--- config.mk ---
export PLATFORM = sky130hd
export DESIGN_NAME = paddle_cmd_tx
export DESIGN_NICKNAME = d
export VERILOG_FILES = /design/src/rtl/pong_pkg.sv /design/src/rtl/uart_tx_core.sv /design/src/rtl/paddle_cmd_tx.sv
export SDC_FILE = /design/constraint.sdc
export NUM_CORES = 1
export LEC_CHECK = 0
export BUFFER_PORTS_ARGS = -buffer_cell sky130_fd_sc_hd__buf_4
export CAP_MARGIN = 20
export CORE_MARGIN = 2
export CORE_UTILIZATION = 56
export CTS_CLUSTER_DIAMETER = 60
export CTS_CLUSTER_SIZE = 14
export DETAILED_ROUTE_END_ITERATION = 6
export PLACE_DENSITY = 0.75
export SLEW_MARGIN = 20
export SYNTH_ARGS = -nofsm -noshare
export SYNTH_HDL_FRONTEND = slang
export SYNTH_SLANG_ARGS = --single-unit
--- constraint.sdc ---
create_clock -name clk -period 2.25 [get_ports clk]
set_input_delay 0.225 -clock clk [delete_from_list [all_inputs] [get_ports clk]]
set_output_delay 0.225 -clock clk [all_outputs]
set_load 0.01 [all_outputs]
--- src/rtl/pong_pkg.sv ---
// Shared command byte values and transmitter state type for the pong paddle link.
package pong_pkg;

  localparam logic [7:0] CMD_BOT_STOP = 8'h74;
  localparam logic [7:0] CMD_BOT_L    = 8'h62;
  localparam logic [7:0] CMD_BOT_R    = 8'h65;
  localparam logic [7:0] CMD_TOP_STOP = 8'h6C;
  localparam logic [7:0] CMD_TOP_L    = 8'h6B;
  localparam logic [7:0] CMD_TOP_R    = 8'h6D;

  typedef enum logic [1:0] {
    TX_IDLE  = 2'd0,
    TX_START = 2'd1,
    TX_DATA  = 2'd2,
    TX_STOP  = 2'd3
  } uart_tx_state_t;

  // One button of a pair held alone selects its move code; none or both means stop.
  function automatic logic [7:0] pair_code(input logic       left,
                                           input logic       right,
                                           input logic [7:0] code_l,
                                           input logic [7:0] code_r,
                                           input logic [7:0] code_stop);
    if (left && !right) return code_l;
    if (right && !left) return code_r;
    return code_stop;
  endfunction

endpackage

--- src/rtl/uart_tx_core.sv ---
// 8N1 serializer. Bit timing uses a down-counter that reloads DIV-1 and ends a
// bit on terminal count zero. The line is registered from the current state,
// so it lags the state register by one clock.
//
// state    | meaning
// ---------+------------------------------------------------
// TX_IDLE  | line high, waiting for valid
// TX_START | start bit (low) for DIV cycles
// TX_DATA  | 8 data bits, LSB first, DIV cycles each
// TX_STOP  | stop bit (high); may chain straight into START
module uart_tx_core
  import pong_pkg::*;
#(
  parameter int DIV = 10
) (
  input  logic       clk,
  input  logic       reset,
  input  logic [7:0] tx_byte,
  input  logic       valid,
  output logic       ready,
  output logic       active,
  output logic       tx
);

  localparam int CW = (DIV > 1) ? $clog2(DIV) : 1;
  localparam logic [CW-1:0] CNT_LOAD = CW'(DIV - 1);

  uart_tx_state_t state_q, state_d;
  logic [CW-1:0]  cnt_q, cnt_d;
  logic [2:0]     bit_q, bit_d;
  logic [7:0]     data_q, data_d;
  logic           tx_q, tx_d;
  logic           bit_done;

  assign bit_done = (cnt_q == '0);
  // A byte is accepted from idle, or at the very end of a stop bit so frames chain without a gap.
  assign ready    = (state_q == TX_IDLE) || ((state_q == TX_STOP) && bit_done);
  assign active   = (state_q != TX_IDLE);
  assign tx       = tx_q;

  // Next-state, bit counter and byte capture.
  always_comb begin
    state_d = state_q;
    cnt_d   = cnt_q;
    bit_d   = bit_q;
    data_d  = data_q;
    case (state_q)
      TX_IDLE: begin
        if (valid) begin
          data_d  = tx_byte;
          cnt_d   = CNT_LOAD;
          state_d = TX_START;
        end
      end
      TX_START: begin
        if (bit_done) begin
          cnt_d   = CNT_LOAD;
          bit_d   = 3'd0;
          state_d = TX_DATA;
        end else begin
          cnt_d = cnt_q - CW'(1);
        end
      end
      TX_DATA: begin
        if (bit_done) begin
          cnt_d = CNT_LOAD;
          if (bit_q == 3'd7) state_d = TX_STOP;
          else               bit_d   = bit_q + 3'd1;
        end else begin
          cnt_d = cnt_q - CW'(1);
        end
      end
      TX_STOP: begin
        if (bit_done) begin
          if (valid) begin
            data_d  = tx_byte;
            cnt_d   = CNT_LOAD;
            state_d = TX_START;
          end else begin
            state_d = TX_IDLE;
          end
        end else begin
          cnt_d = cnt_q - CW'(1);
        end
      end
      default: state_d = TX_IDLE;
    endcase
  end

  // Line level for the bit currently being timed.
  always_comb begin
    tx_d = 1'b1;
    case (state_q)
      TX_START: tx_d = 1'b0;
      TX_DATA:  tx_d = data_q[bit_q];
      default:  tx_d = 1'b1;
    endcase
  end

  // State registers; reset aborts any frame and parks the line high.
  always_ff @(posedge clk or posedge reset) begin
    if (reset) begin
      state_q <= TX_IDLE;
      cnt_q   <= '0;
      bit_q   <= 3'd0;
      data_q  <= 8'h00;
      tx_q    <= 1'b1;
    end else begin
      state_q <= state_d;
      cnt_q   <= cnt_d;
      bit_q   <= bit_d;
      data_q  <= data_d;
      tx_q    <= tx_d;
    end
  end

endmodule

--- src/rtl/paddle_cmd_tx.sv ---
// Paddle buttons -> synchronizer -> change-driven command encoder -> byte FIFO -> UART.
module paddle_cmd_tx
  import pong_pkg::*;
#(
  parameter int CLK_HZ     = 100_000_000,
  parameter int BAUD       = 9600,
  parameter int FIFO_DEPTH = 4
) (
  input  logic clk,
  input  logic reset,
  input  logic bottom_button_l,
  input  logic bottom_button_r,
  input  logic top_button_l,
  input  logic top_button_r,
  output logic RsTx,
  output logic busy
);

  localparam int DIV = CLK_HZ / BAUD;
  localparam int AW  = $clog2(FIFO_DEPTH);

  logic [3:0]  sync1_q, sync1_d, sync2_q, sync2_d;
  logic [7:0]  last_bot_q, last_bot_d, last_top_q, last_top_d;
  logic [7:0]  mem_q [FIFO_DEPTH];
  logic [7:0]  mem_d [FIFO_DEPTH];
  logic [AW:0] wr_ptr_q, wr_ptr_d, rd_ptr_q, rd_ptr_d;
  logic [7:0]  bot_code, top_code, push_data, head_byte;
  logic        push, pop, fifo_empty, fifo_full, core_ready, core_active;

  // Bit order {bottom_l, bottom_r, top_l, top_r}.
  assign bot_code   = pair_code(sync2_q[3], sync2_q[2], CMD_BOT_L, CMD_BOT_R, CMD_BOT_STOP);
  assign top_code   = pair_code(sync2_q[1], sync2_q[0], CMD_TOP_L, CMD_TOP_R, CMD_TOP_STOP);
  assign fifo_empty = (wr_ptr_q == rd_ptr_q);
  assign fifo_full  = (wr_ptr_q[AW] != rd_ptr_q[AW]) &&
                      (wr_ptr_q[AW-1:0] == rd_ptr_q[AW-1:0]);
  assign head_byte  = mem_q[rd_ptr_q[AW-1:0]];
  assign pop        = core_ready && !fifo_empty;
  assign busy       = core_active || !fifo_empty;

  // Two-flop synchronizer for the raw buttons.
  always_comb begin
    sync1_d = {bottom_button_l, bottom_button_r, top_button_l, top_button_r};
    sync2_d = sync1_q;
  end

  // Encoder: bottom pair has priority; a blocked change stays pending because last_* only moves on a write.
  always_comb begin
    push       = 1'b0;
    push_data  = bot_code;
    last_bot_d = last_bot_q;
    last_top_d = last_top_q;
    if (!fifo_full) begin
      if (bot_code != last_bot_q) begin
        push       = 1'b1;
        push_data  = bot_code;
        last_bot_d = bot_code;
      end else if (top_code != last_top_q) begin
        push       = 1'b1;
        push_data  = top_code;
        last_top_d = top_code;
      end
    end
  end

  // FIFO pointer and storage update.
  always_comb begin
    mem_d    = mem_q;
    wr_ptr_d = wr_ptr_q + (AW+1)'(push);
    rd_ptr_d = rd_ptr_q + (AW+1)'(pop);
    if (push) mem_d[wr_ptr_q[AW-1:0]] = push_data;
  end

  // Registers for synchronizer, encoder history and FIFO.
  always_ff @(posedge clk or posedge reset) begin
    if (reset) begin
      sync1_q    <= 4'b0000;
      sync2_q    <= 4'b0000;
      last_bot_q <= CMD_BOT_STOP;
      last_top_q <= CMD_TOP_STOP;
      mem_q      <= '{default: 8'h00};
      wr_ptr_q   <= '0;
      rd_ptr_q   <= '0;
    end else begin
      sync1_q    <= sync1_d;
      sync2_q    <= sync2_d;
      last_bot_q <= last_bot_d;
      last_top_q <= last_top_d;
      mem_q      <= mem_d;
      wr_ptr_q   <= wr_ptr_d;
      rd_ptr_q   <= rd_ptr_d;
    end
  end

  uart_tx_core #(
    .DIV(DIV)
  ) u_tx (
    .clk    (clk),
    .reset  (reset),
    .tx_byte(head_byte),
    .valid  (!fifo_empty),
    .ready  (core_ready),
    .active (core_active),
    .tx     (RsTx)
  );

endmodule

Word-level counts from Yosys, hierarchy flattened
Index checks and enable logic that the tools add are counted.
- register bits after elaboration: 90
- input port bits: 6
- output and inout bits: 2
- add/subtract/negate cells: 4
- $lt $le $gt $ge: 4
- equal/unequal tests: 15
- multiplexer cells: 47
- bitwise operators: 4
- reductions and logical operators: 26
- operators with widths (cell ; count):
    $mux 8 ; 16
    $mux 14 ; 3
    $pmux 14 s3 ; 1
    $bwmux 32 ; 1
    $bmux 8 s2 ; 1
    $demux 8 s2 ; 1
    $ne 8x8->1 ; 2
    $pmux 8 s2 ; 1
    $logic_not 14->1 ; 1
    $sub 14x1->14 const B ; 1
    $mux 1 ; 11
    $mux 2 ; 5
    $mux 3 ; 3
    $logic_and 1x1->1 ; 8
    $ne 2x1->1 const B ; 4
    $pmux 2 s4 ; 1
    $add 3x1->3 ; 2
    $ge 3x3->1 const B ; 2
    $not 2->3 ; 2
    $pmux 3 s2 ; 1
    $reduce_bool 2->1 ; 3
    $logic_not 1->1 ; 5
    $reduce_and 5->1 ; 1
    $eq 2x2->1 const B ; 2
    18 further kinds ; 22

Logic depth before layout (Yosys ltp)
Gate-level depths: netlist of the first run.
- depth in word-level cells: 11
- gate-level depth with buffers: 11
- gate-level depth less buffers: 10

Hierarchy
From an unflattened synthesis of the first run, not the netlist that was laid out.
- cell total of the unflattened synthesis: 309
- area total of the unflattened synthesis: 3853.7 um2
- by module, submodules not included (module ; times used ; cells each ; area each (um2) ; sequential area each (um2)):
    paddle_cmd_tx ; 1 ; 132 ; 2020.7 ; 1129.8
    uart_tx_core ; 1 ; 177 ; 1833.0 ; 701.9

Worst setup path before layout of the first run
No wires, ideal clock.
- kind: register -> register
- start point: register sync2_q[2]
- end point: register mem_q[24] in the netlist's numbering
- library setup time: 0.125 ns
- arrival: 2.071 ns
- data required time: 2.125 ns
- setup slack: 0.054 ns
- cell stages (with the launch flop): 9
- buffers on the path: 1
- cell sequence: dfrtp_1 > inv_1 > ha_1 > or3b_4 > a211oi_4 > nand3_2 > buf_6 > mux2i_4 > mux2_2
- word-level cells in the longest chain between the ends: 9
- ends and longest elaborated chain (element ; line ; RTL):
    start, declared ; paddle_cmd_tx.sv:22 ; logic [3:0] sync1_q, sync1_d, sync2_q, sync2_d;
    start signal, assigned ; paddle_cmd_tx.sv:85 ; sync2_q <= sync2_d;
    $logic_and 1x1->1 ; pong_pkg.sv:25 ; if (right && !left) return code_r;
    $mux 1 (2 in series) ; pong_pkg.sv:25 ;
    $mux 8 ; pong_pkg.sv:26 ; return code_stop;
    $mux 8 (*) ; pong_pkg.sv:25 ;
    named net bot_code[1] ; paddle_cmd_tx.sv:27 ; logic [7:0] bot_code, top_code, push_data, head_byte;
    $ne 8x8->1 (*) ; paddle_cmd_tx.sv:53 ; if (bot_code != last_bot_q) begin
    $mux 8 ; paddle_cmd_tx.sv:53 ;
    $mux 8 ; paddle_cmd_tx.sv:52 ; if (!fifo_full) begin
    $bwmux 32 ; paddle_cmd_tx.sv:70 ; if (push) mem_d[wr_ptr_q[AW-1:0]] = push_data;
    end signal, assigned ; paddle_cmd_tx.sv:88 ; mem_q <= mem_d;
    end, declared ; paddle_cmd_tx.sv:24 ; logic [7:0] mem_q [FIFO_DEPTH];
The timed path passes the listed nets; every way through them passes the cells marked *. The select of a mux whose other input is x is not followed.
A chain may end at the register's enable or synchronous reset.

Worst setup path in the final report of the first run
- start point: register sync2_q[3]
- end point: register mem_q[30] in the netlist's numbering
- word-level cells in the longest chain between the ends: 10
- ends and longest elaborated chain (element ; line):
    $logic_not 1->1 ; pong_pkg.sv:25
    $logic_and 1x1->1 ; pong_pkg.sv:25
    $mux 1 (2 in series) ; pong_pkg.sv:25
    $mux 8 ; pong_pkg.sv:26
    $mux 8 (*) ; pong_pkg.sv:25
    named net bot_code[1] ; paddle_cmd_tx.sv:27
    $ne 8x8->1 (*) ; paddle_cmd_tx.sv:53
    $mux 8 ; paddle_cmd_tx.sv:53
    $mux 8 ; paddle_cmd_tx.sv:52
    $bwmux 32 ; paddle_cmd_tx.sv:70
Marked as above.

==> run_results.csv, run 1 <==
group,metric,value,unit
outcome,status,"finished clean",
setup_path,ff2ff_path_depth,8,
floorplan,pin_count,8,
grt,antenna_found_initial,0,
timing,skew,0.0125,ns
synthesis,synth_top_family_by_area,"multiplexers",
clock_tree,cts_buffers,9,
power,power,3.63,mW
power,p_clk_share,24.8,%
power,netSwitchingPower,1.14,mW
power,p_leak,1.90,nW
grt,gr-usage-all-layers,21.3,%
clock_tree,cts_root_buf,"clkbuf_8",
setup_path,slowest_stage,"dfrtp_1",
setup_path,end_kind,"flop",
setup_path,crit_required,2.48,ns
synthesis,synth_cell_types,58,
synthesis,synth_nets,329,
finish,diodes,0,
clock_tree,cts_tree,"done",
finish,final_util,66.6,%
timing,max_freq,0.452,GHz
drt,ant_nets,0,
setup_path,path_delay_family,"simple AND/OR/NAND/NOR gates",
setup_path,crit_top_cell,"buf_4",
timing,hold_viol_final,0,
power,p_int,2.49,mW
grt,grt_first_pass_wirelength,11900,um
hold_path,holdPathStages,0,
run,drv_cap,0,
synthesis,synthXorXnorAreaFrac,2.18,%
synthesis,synth_mux_area_share,15.1,%
power,seqPwrFrac,46.8,%
timing,worst_slack,0.0395,ns
power,pwr_density_cell,862,mW/mm2
setup_path,cp_slowest_stage_delay,0.41,ns
power,combPwrFrac,28.3,%
floorplan,die-area,0.00711,mm2
setup_path,worstSetupPathType,"flop to flop",
hold_path,hold_class,"flop to flop",
clock_tree,cts_max_level,3,
finish,instances_no_fill,430,
drt,via_count,2484,
placed_design,place_inst,406,
drt,drt_first_pass_iters,4,
drt,wl_per_cell,16.2,um
power,ir_drop,596,uV
clock_tree,clockBufferDepth,2,
drt,drt_wl_total,6960,um
clock_tree,cts.sinks,71,
synthesis,ys_ff_latch,71,
grt,grt-ovfl-total,0,
timing,rsz0062_at_grt,"true",
timing,max_slew_margin,60.2,%
floorplan,initial_utilization,57.3,%
setup_path,path_depth,8,
synthesis,synthCells,308,
synthesis,async_flop_share,100,%
setup_path,worstPathArrival,2.44,ns
timing,fin_crit_sh,98.2,%
finish,seq_area,0.00178,mm2
power,p_sw_share,31.4,%
drt,drt_drc_violations_left,0,
finish,num-fill-cells,489,
grt,grt_pass1_vias,2544,
drt,avgViaCountPerCell,5.78,
timing,fin_crit,2.21,ns
floorplan,core-area,0.00631,mm2
finish,multi_input_comb_area,0.00177,mm2
synthesis,syn-mean-instance-area,11.7,um2
synthesis,synth_compound_area_share,10.8,%
setup_path,critical_path.max_fanout,5,
floorplan,die_w,84.3,um
timing,finalSetupTns,0,ns
grt,grt_start_max_net_pins,56,
finish,area_growth,16.4,%
clock_tree,clock_latency,0.34,ns
drt,drtIter0Drc,148,
placed_design,placed_area,0.00391,mm2
synthesis,synth_edf_count,0,
finish,finalInstanceArea,0.00421,mm2
synthesis,yosys.area_share.simple,14.2,%
synthesis,yosysWarningCount,0,
timing,setup_viol,0,
floorplan,row_count,29,
placed_design,gp_congestion,0.873,
clock_tree,clk_pin_slew,0.08,ns
timing,final_max_slew_viol_count,0,
setup_path,crit_chain,"ha_4, or3b_4, a211oi_4, buf_4, a31oi_4, nor3b_4, buf_4, or2_2",
floorplan,die_y,84.3,um
timing,tightest_slew,0.589,ns
setup_path,cp-start-kind,"flop",
placed_design,dp_hpwl,4840,um
setup_path,crit_buf_inv,2,
synthesis,synthesis.area,0.00361,mm2
finish,drive_gt1_share,31.4,%
timing,hold_ws,0.357,ns
synthesis,synth_adder_area_share,5.19,%
synthesis,yosysSeqAreaShare,49.3,%
synthesis,synthFlopType,"dfrtp_1",
placed_design,placement.io_buffers,7,
finish,nets,369,
placed_design,dp_slack,-0.0269,ns
-- synth_stat cells (6+ instances only) --
| cell type | instances | area share [%] |
|---|---|---|
| xor2_1 | 6 | 1.5 |
| nand2_1 | 16 | 1.7 |
| mux4_2 | 7 | 4.4 |
| mux2_2 | 24 | 7.5 |
| ha_1 | 15 | 5.2 |
| nor2_1 | 15 | 1.6 |
| nor3_1 | 8 | 1.1 |
| o21ai_0 | 10 | 1.4 |
| inv_1 | 17 | 1.8 |
| a21oi_1 | 19 | 2.6 |
| dfrtp_1 | 67 | 46 |
| clkbuf_1 | 7 | 0.73 |
| mux2i_1 | 8 | 2.2 |
-- layout by cell type (no fill, tap or decap), drive strengths merged, types with 3 or more instances in the layout --
cell / instances
mux4: 7
nor4: 5
or4: 4
clkbuf: 9
a21oi: 19
nor3b: 4
nor3: 8
nand3: 6
or3b: 3
nor2: 15
nand2: 16
ha: 15
nand2b: 5
nand3b: 4
inv: 18
mux2: 25
xnor2: 3
or3: 5
clkinv: 4
o22a: 4
and3: 4
dlygate4sd3: 5
a211oi: 4
xor2: 6
dfrtp: 67
mux2i: 9
o21ai: 12
buf: 35
a31oi: 3
dfstp: 4
-- power by group through the flow --
| stage | Combinational, mW | Clock [mW] | Sequential [mW] |
|---|---|---|---|
| finish | 1.03 | 0.901 | 1.70 |
| global route | 1.13 | 0.972 | 1.73 |
| CTS | 1.02 | 0.914 | 1.70 |
| detailed placement | 0.995 | 0 | 1.71 |
| global placement | 0.949 | 0 | 1.70 |
| floorplan | 0.773 | 0 | 1.66 |
-- sequential cells by signal, indices dropped and copies added, names as in the netlist, 4 cells and up --
signal,flops
u_tx.data_q,6
sync1_q,4
sync2_q,4
u_tx.cnt_q,14
mem_q,24
last_bot_q,4
-- timing repair --
action / in CTS / in global routing
gates resized for setup: 2 / 10
hold endpoints to repair: 19 / 0
pin swaps: 1 / 4
setup endpoints to repair: 8 / 35
buffers inserted: 1 / 2
hold buffers: 5 / 0
-- logic make-up (layout without fill, tap and decap cells) --
family,Yosys count,after routing
xor+xnor,9,9
mux,41,41
fa+ha+maj,15,15
flops,71,71
buf+inv,28,73
compound gates,57,57
simple gates,87,87
-- final cells by class --
type | count | area share [%]
Sequential cell | 71 | 42.3
Multi-Input combinational cell | 209 | 42.0
Timing Repair Buffer | 40 | 7.73
Clock buffer | 9 | 2.94
Tap cell | 77 | 2.29
Inverter | 17 | 1.52
Clock inverter | 7 | 1.13
-- worst paths after layout --
path / from / end / slack (ns)
worst max-delay path: sync2_q[3]$_DFF_PP0_ / mem_q[30]$_DFFE_PP0P_ / 0.04
max in group asynchronous: reset / last_top_q[2]$_DFFE_PP1P_ / 1.20
worst min-delay path: sync1_q[2]$_DFF_PP0_ / sync2_q[2]$_DFF_PP0_ / 0.36
worst min register to register: sync1_q[2]$_DFF_PP0_ / sync2_q[2]$_DFF_PP0_ / 0.36
worst max register to register: sync2_q[3]$_DFF_PP0_ / mem_q[30]$_DFFE_PP0P_ / 0.04
min in group asynchronous: reset / u_tx.cnt_q[9]$_DFF_PP0_ / 0.42
-- per-layer routing --
layer | track usage, % | up-vias | wire (um)
li1 | - | 1202 | -
met3 | 2.95 | 12 | 176
met5 | 0 | - | 0
met4 | 8.51 | 0 | 134
met2 | 35.6 | 39 | 3470
met1 | 28.3 | 1231 | 3180
No activity file was read; power rests on OpenSTA's default activity.
==> run 2: changes to the inputs <==
Settings changed: RECOVER_POWER set to 50.
==> run 2 against run 1 <==
Compared with the run above:
- worst setup slack is essentially flat
- cell count is the same
- sequential share of layout area grew 0.13 points
- total power is essentially flat
- clock skew is essentially flat
- largest cell class unchanged
- highest routed layer unchanged
==> run_results.csv, run 2 (synthesis gave the netlist of run 1 again) <==
group,metric,value,unit
outcome,status,"finished clean",
finish,top_regs,"mem_q: 24 flops, u_tx.cnt_q: 14 flops, u_tx.data_q: 6 flops",
clock_tree,cts.sinks,71,
timing,rsz0062_at_grt,"true",
clock_tree,cts_root_buf,"clkbuf_8",
setup_path,crit_buf_inv,2,
clock_tree,cts_tree,"done",
drt,ant_nets,0,
floorplan,die_y,84.3,um
drt,drt_first_pass_iters,4,
run,drv_cap,0,
setup_path,worstSetupPathType,"flop to flop",
timing,worst_slack,0.0396,ns
setup_path,crit_chain,"ha_4, or3b_4, a211oi_4, buf_4, a31oi_4, nor3b_4, buf_4, or2_2",
grt,grt_pass1_vias,2544,
placed_design,placement.io_buffers,7,
finish,area_growth,16.1,%
clock_tree,clock_latency,0.34,ns
floorplan,core-area,0.00631,mm2
setup_path,startpoint,"sync2_q[3]$_DFF_PP0_",
floorplan,die_w,84.3,um
power,ir_drop,596,uV
grt,antenna_found_initial,0,
setup_path,crit_top_cell,"buf_4",
finish,finalInstanceArea,0.00420,mm2
hold_path,min_from,"sync1_q[2]$_DFF_PP0_",
drt,drtIter0Drc,150,
setup_path,worstPathArrival,2.44,ns
floorplan,initial_utilization,57.3,%
timing,max_freq,0.452,GHz
timing,final_max_slew_viol_count,0,
timing,setup_viol,0,
floorplan,row_count,29,
power,seqPwrFrac,46.9,%
grt,grt-ovfl-total,0,
placed_design,dp_hpwl,4840,um
setup_path,path_delay_family,"simple AND/OR/NAND/NOR gates",
setup_path,cp_slowest_stage_delay,0.41,ns
power,pwr_density_cell,864,mW/mm2
grt,grt_start_max_net_pins,56,
timing,fin_crit_sh,98.2,%
clock_tree,clk_pin_slew,0.08,ns
drt,drt_wl_total,6950,um
finish,diodes,0,
finish,layout_common_cells,"67 x dfrtp_1, 29 x buf_4, 23 x mux2_2",
grt,grt_first_pass_wirelength,11900,um
timing,tightest_slew,0.710,ns
clock_tree,cts_max_level,3,
power,p_int,2.48,mW
setup_path,crit_required,2.48,ns
clock_tree,cts_buffers,9,
drt,via_count,2499,
power,netSwitchingPower,1.14,mW
setup_path,r2r_start,"sync2_q[3]$_DFF_PP0_",
setup_path,critical_path.max_fanout,5,
finish,nets,369,
setup_path,cp-start-kind,"flop",
hold_path,hold_class,"flop to flop",
clock_tree,clockBufferDepth,2,
grt,gr-usage-all-layers,21.3,%
placed_design,dp_slack,-0.0269,ns
power,p_clk_share,24.9,%
drt,drt_drc_violations_left,0,
setup_path,slowest_stage,"dfrtp_1",
power,combPwrFrac,28.2,%
timing,skew,0.0125,ns
timing,fin_crit,2.21,ns
finish,drive_gt1_share,31.2,%
placed_design,placed_area,0.00391,mm2
finish,final_common_cell,"dfrtp_1",
floorplan,die-area,0.00711,mm2
placed_design,gp_congestion,0.873,
drt,wl_per_cell,16.2,um
finish,regMostFlops,"mem_q",
timing,max_slew_margin,52.7,%
drt,avgViaCountPerCell,5.81,
power,p_sw_share,31.5,%
power,p_leak,1.89,nW
timing,hold_viol_final,0,
finish,largest_reg_flops,24,
setup_path,end_kind,"flop",
floorplan,pin_count,8,
## run 2: area by class of cell
| cell class | count | area, um2 |
|---|---|---|
| Multi-Input combinational cell | 209 | 1770 |
| Clock inverter | 7 | 47.5 |
| Sequential cell | 71 | 1780 |
| Tap cell | 77 | 96.3 |
| Timing Repair Buffer | 40 | 313 |
| Inverter | 17 | 63.8 |
| Clock buffer | 9 | 124 |
| Fill cell | 491 | 2120 |
## run 2: path summary, 6_finish.rpt
kind / depth (start not counted) / slack (ns) / end
min reg2reg: 0 / 0.36 / sync2_q[2]$_DFF_PP0_
max reg2reg: 8 / 0.04 / mem_q[30]$_DFFE_PP0P_
min in group asynchronous: 3 / 0.51 / u_tx.cnt_q[9]$_DFF_PP0_
min: 0 / 0.36 / sync2_q[2]$_DFF_PP0_
max in group asynchronous: 4 / 0.53 / u_tx.cnt_q[6]$_DFF_PP0_
max: 8 / 0.04 / mem_q[30]$_DFFE_PP0P_
## run 2: per-stage QoR
step           util (%)  hold slack [ns]  cells  setup TNS [ns]  total power [mW]
6_report           66.4            0.357    430               0              3.63
5_1_grt            66.4            0.369    430          -0.125              3.83
4_1_cts            65.8            0.363    428               0              3.63
3_5_place_dp       62.0            0.242    406          -0.110              2.71
3_3_place_gp       62.0            0.237    406               0              2.65
2_1_floorplan         -            0.256    308               0              2.43
## run 2: power by group through the flow
stage                     sequential, mW  clock, mW  combinational [mW]
after floorplan                     1.66          0               0.773
after global placement              1.70          0               0.949
after detailed placement            1.71          0               0.995
after CTS                           1.70      0.914                1.02
after global routing                1.73      0.972                1.13
final                               1.70      0.902                1.02
## run 2: timing repair
item                                   in CTS  in global routing
buffers inserted                            1                  2
endpoints found under the hold margin      19                  0
resized for setup                           2                 10
hold buffers                                5                  0
setup endpoints to repair                   8                 35
pin swaps                                   1                  4
## run 2: metal layers
layer  up-vias  global-route usage, %  part of all wire [%]
met1      1228                   28.3                    44
met4         0                   8.51                   2.1
li1       1201                      -                     -
met2        55                   35.6                    50
met3        15                   2.95                   3.5
met5         -                      0                     0
==> run 3: changes to the inputs <==
Settings changed: ABC_CLOCK_PERIOD_IN_PS set to 2800, CORE_UTILIZATION 56 to 61, PLACE_DENSITY 0.75 to 0.78, SKIP_LAST_GASP set to 1.
Clock period 2.25 ns to 2.8 ns, I/O delays scaled along.
==> run 3 against run 2 <==
Compared with the run above:
- via count shrank 4.5%
- cell count shrank 7.2%
- final area fell by 5.7%
- die area is 7.8% lower
- largest cell class unchanged
- hold slack got worse by 0.30 ns
- register-to-register slack improved by 0.24 ns
- largest power group unchanged
- sequential share of layout area is 2.6 points higher
- utilization grew 1.6 points
- combinational power is 29% lower
- routed wire length shrank 5.4%
- fmax decreased by 12%
- flip-flop and latch count unchanged
==> run_results.csv, run 3 (synthesis gave the netlist of run 1 again) <==
group,metric,value,unit
setup_path,startpoint,"sync2_q[2]$_DFF_PP0_",
drt,via_count,2387,
timing,tightest_slew,1.06,ns
grt,gr-usage-all-layers,23.5,%
power,ir_drop,521,uV
clock_tree,cts_max_level,3,
timing,setup_viol,0,
finish,final_common_cell,"dfrtp_1",
drt,drt_drc_violations_left,0,
placed_design,gp_congestion,0.764,
clock_tree,clockBufferDepth,2,
finish,diodes,0,
timing,fin_crit_sh,90.1,%
drt,drt_wl_total,6570,um
timing,rsz0062_at_grt,"false",
setup_path,worstSetupPathType,"flop to flop",
clock_tree,cts_tree,"done",
finish,largest_reg_flops,24,
floorplan,die_w,81.0,um
power,p_leak,1.78,nW
clock_tree,cts_hold_buf,0,
timing,skew,0.00698,ns
setup_path,cp-start-kind,"flop",
timing,hold_ws,0.0577,ns
setup_path,crit_chain,"inv_1, ha_1, or3b_4, a211oi_4, nand3_2, mux2_4, mux2_2",
drt,avgViaCountPerCell,5.98,
grt,antenna_found_initial,0,
grt,grt_pass1_vias,2357,
setup_path,reg2reg_slack,0.28,ns
clock_tree,cts_buffers,9,
finish,drive_gt1_share,23.5,%
clock_tree,cts_root_buf,"clkbuf_8",
setup_path,critPathCapture,"mem_q[17]$_DFFE_PP0P_",
clock_tree,cts.sinks,71,
clock_tree,cts_setup_buffers,0,
grt,use_met3,5.67,%
finish,finalInstanceArea,0.00396,mm2
placed_design,dp_hpwl,4540,um
timing,final_max_slew_viol_count,0,
finish,nets,340,
grt,met2_usage,37.2,%
grt,grt_first_pass_wirelength,11500,um
timing,max_slew_margin,29.4,%
grt,use_met1,31.4,%
setup_path,ff2ff_path_depth,7,
setup_path,rr_endpoint,"mem_q[17]$_DFFE_PP0P_",
timing,max_freq,0.397,GHz
run,drv_cap,0,
grt,grt-ovfl-total,0,
drt,wl_per_cell,16.5,um
drt,drtIter0Drc,219,
floorplan,die-area,0.00656,mm2
setup_path,r2r_start,"sync2_q[2]$_DFF_PP0_",
setup_path,crit_required,3.03,ns
setup_path,worstPathArrival,2.75,ns
clock_tree,postCtsResizedCells,0,
floorplan,row_count,28,
finish,regMostFlops,"mem_q",
placed_design,placement.io_buffers,7,
clock_tree,clk_pin_slew,0.07,ns
drt,drt_first_pass_iters,4,
grt,busiest_layer,"met2",
grt,grt_start_max_net_pins,43,
finish,layout_common_cells,"67 x dfrtp_1, 24 x mux2_2, 19 x a21oi_1",
outcome,status,"finished clean",
timing,finalSetupTns,0,ns
setup_path,cp_slowest_stage_delay,0.43,ns
setup_path,slowest_stage,"or3b_4",
finish,num-fill-cells,458,
timing,hold_viol_final,0,
timing,fin_crit,2.52,ns
floorplan,core-area,0.00582,mm2
floorplan,initial_utilization,62.2,%
floorplan,die_y,81.0,um
setup_path,end_kind,"flop",
finish,top_regs,"mem_q: 24 flops, u_tx.cnt_q: 14 flops, u_tx.data_q: 6 flops",
clock_tree,clock_latency,0.35,ns
finish,area_growth,9.41,%
power,pwr_density_cell,754,mW/mm2
placed_design,placed_area,0.00375,mm2
drt,ant_nets,0,
floorplan,pin_count,8,
hold_path,hold_class,"primary input to flop",
setup_path,critical_path.max_fanout,12,
[run 3: metal layers]
metal,up-vias,routed length (um)
li1,1143,-
met1,1195,2920
met2,40,3290
met4,0,126
met3,9,227
met5,-,0
[run 3: per-stage QoR]
| step | util [%] | setup slack (ns) | power [mW] | std cells |
|---|---|---|---|---|
| final | 68.0 | 0.278 | 2.98 | 399 |
| after global routing | 68.0 | 0.122 | 3.16 | 399 |
| after CTS | 68.3 | 0.269 | 3.02 | 399 |
| after detailed placement | 64.5 | 0.301 | 2.11 | 383 |
| after global placement | 64.5 | 0.335 | 2.07 | 383 |
| after floorplan | - | 0.604 | 1.96 | 308 |
[run 3: cell type report]
class	count	area [um2]	area share [%]
Timing Repair Buffer	11	80.1	2.02
Inverter	17	63.8	1.61
Clock buffer	9	124	3.13
Tap cell	75	93.8	2.37
Multi-Input combinational cell	209	1720	43.4
Clock inverter	7	95.1	2.40
Sequential cell	71	1780	45.0
[run 3: worst max-delay path: cells and delay by family, from the launching register on]
family | cells | cell delay [ns]
muxes | 2 | 0.68
and+or+nand+nor | 2 | 0.76
buffers and inverters | 1 | 0.05
AOI/OAI and AO/OA | 1 | 0.31
DFF | 1 | 0.35
adders and majority gates | 1 | 0.26
[run 3: worst min-delay path by stage]
stage                     cells after the start                 start                   end
after floorplan                               0          top_button_r  sync1_q[0]$_DFF_PP0_
after global placement                        0  sync1_q[2]$_DFF_PP0_  sync2_q[2]$_DFF_PP0_
after detailed placement                      0  sync1_q[2]$_DFF_PP0_  sync2_q[2]$_DFF_PP0_
after CTS                                     1       bottom_button_l  sync1_q[3]$_DFF_PP0_
after global routing                          1       bottom_button_r  sync1_q[2]$_DFF_PP0_
final                                         1          top_button_r  sync1_q[0]$_DFF_PP0_
[run 3: power by group]
group | total, mW | switching, mW | leakage [nW] | internal, mW
logic | 0.726 | 0.346 | 0.814 | 0.380
registers | 1.36 | 0.131 | 0.857 | 1.22
clock network | 0.900 | 0.397 | 0.110 | 0.503
total | 2.98 | 0.875 | 1.78 | 2.11
